`src/rtl/comparator_serial_nb.sv`:
```
// Bit-serial, MSB-first magnitude comparator with start/busy/done handshake.
// Handles unsigned or two's-complement operands, selected per operation.
module comparator_serial_nb #(
  parameter int WIDTH      = 8,
  parameter bit EARLY_EXIT = 1'b1
) (
  input  logic                       clk,
  input  logic                       rst,
  input  logic                       start,
  input  logic                       signed_mode,
  input  logic [WIDTH-1:0]           a,
  input  logic [WIDTH-1:0]           b,
  output logic                       busy,
  output logic                       done,
  output logic                       A_great_B,
  output logic                       A_equal_B,
  output logic                       A_less_B,
  output logic [$clog2(WIDTH+1)-1:0] bit_count
);

  localparam int CW = $clog2(WIDTH + 1);
  localparam int IW = $clog2(WIDTH);

  typedef enum logic {
    IDLE,
    SHIFT
  } state_t;

  state_t           state, state_next;
  logic [WIDTH-1:0] sh_a, sh_b;
  logic [IW-1:0]    idx;
  logic             signed_r;
  logic             decided;
  logic             dec_great;

  logic a_bit, b_bit, diff, at_msb, great_bit;
  logic res_diff, res_great, finish;

  assign busy = (state == SHIFT);

  // NOTE: every combinational output gets a default first, so no path
  // through the block leaves a variable unassigned and infers a latch.
  always_comb begin
    a_bit      = sh_a[WIDTH-1];
    b_bit      = sh_b[WIDTH-1];
    diff       = a_bit ^ b_bit;
    at_msb     = (idx == IW'(WIDTH - 1));
    // In signed mode a set sign bit means the smaller value.
    great_bit  = (signed_r && at_msb) ? ~a_bit : a_bit;
    res_diff   = decided | diff;
    res_great  = decided ? dec_great : great_bit;
    finish     = (state == SHIFT) && ((idx == '0) || (EARLY_EXIT && diff));
    state_next = state;
    case (state)
      IDLE:    if (start)  state_next = SHIFT;
      SHIFT:   if (finish) state_next = IDLE;
      default: state_next = IDLE;
    endcase
  end

  // NOTE: sequential state uses non-blocking assignments so every register
  // samples the pre-edge values regardless of statement order.
  always_ff @(posedge clk) begin
    if (rst) begin
      // NOTE: the shift registers are reset too, so an aborted operation
      // leaves no stale operand bits behind.
      state     <= IDLE;
      sh_a      <= '0;
      sh_b      <= '0;
      idx       <= '0;
      signed_r  <= 1'b0;
      decided   <= 1'b0;
      dec_great <= 1'b0;
      done      <= 1'b0;
      A_great_B <= 1'b0;
      A_equal_B <= 1'b0;
      A_less_B  <= 1'b0;
      bit_count <= '0;
    end else begin
      state <= state_next;
      done  <= 1'b0;
      case (state)
        IDLE: begin
          if (start) begin
            sh_a      <= a;
            sh_b      <= b;
            signed_r  <= signed_mode;
            decided   <= 1'b0;
            dec_great <= 1'b0;
            idx       <= IW'(WIDTH - 1);
          end
        end
        SHIFT: begin
          sh_a <= {sh_a[WIDTH-2:0], 1'b0};
          sh_b <= {sh_b[WIDTH-2:0], 1'b0};
          idx  <= idx - 1'b1;
          // Only the first differing bit decides; later bits are ignored.
          if (diff && !decided) begin
            decided   <= 1'b1;
            dec_great <= great_bit;
          end
          if (finish) begin
            A_great_B <= res_diff & res_great;
            A_less_B  <= res_diff & ~res_great;
            A_equal_B <= ~res_diff;
            bit_count <= CW'(WIDTH) - CW'(idx);
            done      <= 1'b1;
          end
        end
        default: ;
      endcase
    end
  end

endmodule

```
`config.mk`:
```
export PLATFORM = sky130hd
export DESIGN_NAME = comparator_serial_nb
export DESIGN_NICKNAME = d
export VERILOG_FILES = /design/src/rtl/comparator_serial_nb.sv
export SDC_FILE = /design/constraint.sdc
export NUM_CORES = 1
export LEC_CHECK = 0
export ABC_CLOCK_PERIOD_IN_PS = 1800
export CAP_MARGIN = 20
export CORE_AREA = 3 3 59 61
export CTS_BUF_LIST = sky130_fd_sc_hd__clkbuf_8
export CTS_CLUSTER_SIZE = 30
export DETAILED_ROUTE_END_ITERATION = 12
export DIE_AREA = 0 0 62 64
export GPL_TIMING_DRIVEN = 0
export PLACE_DENSITY = 0.81
export SETUP_SLACK_MARGIN = 0.15
export SYNTH_ARGS = -nofsm -noshare
export SYNTH_HDL_FRONTEND = slang
export SYNTH_SLANG_ARGS = --single-unit
```
`constraint.sdc`:
```
create_clock -name clk -period 1.8 [get_ports clk]
set_clock_uncertainty 0.1 [all_clocks]
set_input_delay 0.18 -clock clk [delete_from_list [all_inputs] [get_ports clk]]
set_output_delay 0.18 -clock clk [all_outputs]
set_load 0.01 [all_outputs]
```
==> impl_metrics.yaml <==
cts:
  cts_tree: "yes"
  clkSinkCount: 31
  cts_buffer_depth: 2
  clk_pin_slew_worst_paths_ns: 0.06
  cts_root_buffer: "clkbuf_8"
  cts_made_buffers: 5
  hold_buffers: 0
  insertion_delay_ns: 0.29
  cts_htree_levels: 2
job:
  drv_cap: 0
detailed_routing:
  drt.antenna.violating_nets: 0
  routedWlPerCell_um: 13.5
  dr.pass1.iters: 6
  via_per_inst: 5.11
  drt_iter0_drc: 60
  drcViolationCount: 0
  routed_wl_um: 3170
  vias: 1195
floorplanning:
  row_count: 20
  die_y_um: 64
  ios: 29
  die_area_um2: 3970
  die_x_um: 62
  initial_core_util: 0.445
  core-area_um2: 3030
synth:
  synth_edf_count: 0
  syn_area_um2: 1350
  ys.flop_type: "dfxtp_1"
  yosysSeqAreaShare: 0.460
  synth_warnings: 0
  ys_async_sr_fraction: 0
  synth.distinct_cells: 23
  synth_seq_cells: 31
  syn-num-nets: 173
  synth_cells: 149
  synth_area_per_cell_um2: 9.05
finish:
  nets: 213
  syn2layout_area_growth_pct: 38.2
  fillers: 260
  mostFrequentLayoutCells: "nor2_1, clkdlybuf4s50_1, dfxtp_1"
  stdcell_area_um2: 1860
  final_layout_size_suffix_gt1_frac: 0.153
  diodes: 0
  stdcell_count: 234
  layout_commonest_cell: "nor2_1"
critical_path:
  worst_setup_path_end_kind: "flop"
  arrival_ns: 1.76
  reg2regPathDepth: 7
  rrSetupSlack_ns: 0.17
  path_max_fanout: 3
  critPathKind: "flop to flop"
  timing.rr.end: "bit_count[3]"
  r2r-start: "idx[1]"
  worstSetupStartpointType: "flop"
  crit_required_ns: 1.93
global_route:
  grt.overflow.total: 0
  grt_usage: 0.174
  grt_max_degree: 11
  first_global_vias: 1195
  grt_pass1_wl_um: 5050
  antenna_found_initial: 0
pwr:
  vdd_ir_drop_max_mv: 0.525
  power_mw: 1.81
  p_per_area_nw_per_um2: 969
  p_leak_nw: 0.810
placed_design:
  port_buffers: 28
  gp_congestion: 0.819
  place_area_um2: 1680
  place_hpwl_um: 2190
  place_ws_ns: -0.0825
  dpl.cell_count: 221
timing:
  holdWs_ns: 0.372
  hold_violations: 0
  grt_setup_unrepaired: "true"
  fmax_mhz: 612
  setup_viol_count_final: 0
  setup_slack_ns: 0.167
  drv_slew: 0
  slew_headroom: 0.700
  worst_slew_pin_slew_ns: 0.450
  period_minus_slack_ns: 1.63
  timing.final.crit_share: 0.907
worst_hold_path:
  hp-start: "bit_count[3]"
  hold_end: "bit_count[3]"
  hold_path_depth: 2
  hold_class: "flop to flop"
status:
  status: "finished, final reports clean"
power breakdown:
part	total, mW	internal [mW]	switching [mW]	leakage [nW]
registers	0.773	0.737	0.0364	0.256
logic	0.321	0.165	0.156	0.493
clock network	0.712	0.447	0.264	0.0612
total	1.81	1.35	0.457	0.810
cell type report:
type | count | area (um^2) | area share
Multi-Input combinational cell | 104 | 679 | 0.364
Sequential cell | 31 | 628 | 0.337
Timing Repair Buffer | 33 | 318 | 0.170
Clock buffer | 6 | 82.6 | 0.0443
Tap cell | 44 | 55.1 | 0.0295
Buffer | 10 | 51.3 | 0.0275
Clock inverter | 2 | 35.0 | 0.0188
Inverter | 4 | 15.0 | 0.00805
synth_stat cells, types with 2 or more instances:
library cell | count | area share
ha_1 | 4 | 0.037
buf_2 | 5 | 0.019
inv_1 | 4 | 0.011
dfxtp_1 | 31 | 0.46
nor2b_1 | 3 | 0.014
nor3_1 | 5 | 0.019
nand3_1 | 2 | 0.0074
buf_1 | 4 | 0.011
nor2_1 | 38 | 0.11
a211oi_1 | 3 | 0.017
a21oi_1 | 15 | 0.056
mux2i_1 | 23 | 0.17
xnor2_1 | 2 | 0.013
per-stage QoR:
stage	utilization	setup TNS, ns
floorplan	-	0
global placement	0.556	-0.144
finish	0.616	0
CTS	0.604	0
detailed placement	0.556	-0.270
global route	0.616	0
how the worst max path moves through the flow:
stage,start,to,depth (start not counted)
final,idx[1],bit_count[3],7
after global routing,idx[0],bit_count[3],7
after CTS,idx[0],bit_count[3],7
after detailed placement,idx[0],bit_count[2],7
after global placement,idx[0],bit_count[1],7
after floorplan,idx[0],bit_count[0],7
critical path, stage by stage (launching register included):
cell and delay [ns]:
dfxtp_2 0.33, inv_1 0.07, ha_1 0.15, ha_2 0.17, o21ai_2 0.08, buf_4 0.16, or4_4 0.41, a21oi_2 0.11
sequential cells by signal (all words and copies together), names as in the netlist:
name	count
sh_a	8
sh_b	8
bit_count	4
idx	3
A_equal_B	1
A_great_B	1
A_less_B	1
busy	1
dec_great	1
decided	1
done	1
signed_r	1
logic make-up after synthesis:
kind of cell	count (synthesis)	synth area share
flip-flops	31	0.460
adder cells (fa/ha/maj)	4	0.0371
XOR/XNOR	3	0.0251
AO/OA/AOI/OAI	23	0.104
buffers and inverters	14	0.0436
AND/OR/NAND/NOR	51	0.160
multiplexers	23	0.171
routing by layer:
metal | routed length [um] | part of all wire | track usage
met1 | 1280 | 0.40 | 0.187
met2 | 1690 | 0.54 | 0.298
met3 | 149 | 0.047 | 0.0505
met4 | 43 | 0.014 | 0.0849
met5 | 0 | 0 | 0
what timing repair did:
item	4_1_cts	5_1_grt
buffers inserted	2	3
gates resized for setup	5	7
endpoints found under the setup margin	9	8
pin swaps	1	2
Note: power is estimated with default switching activity, not from simulation.
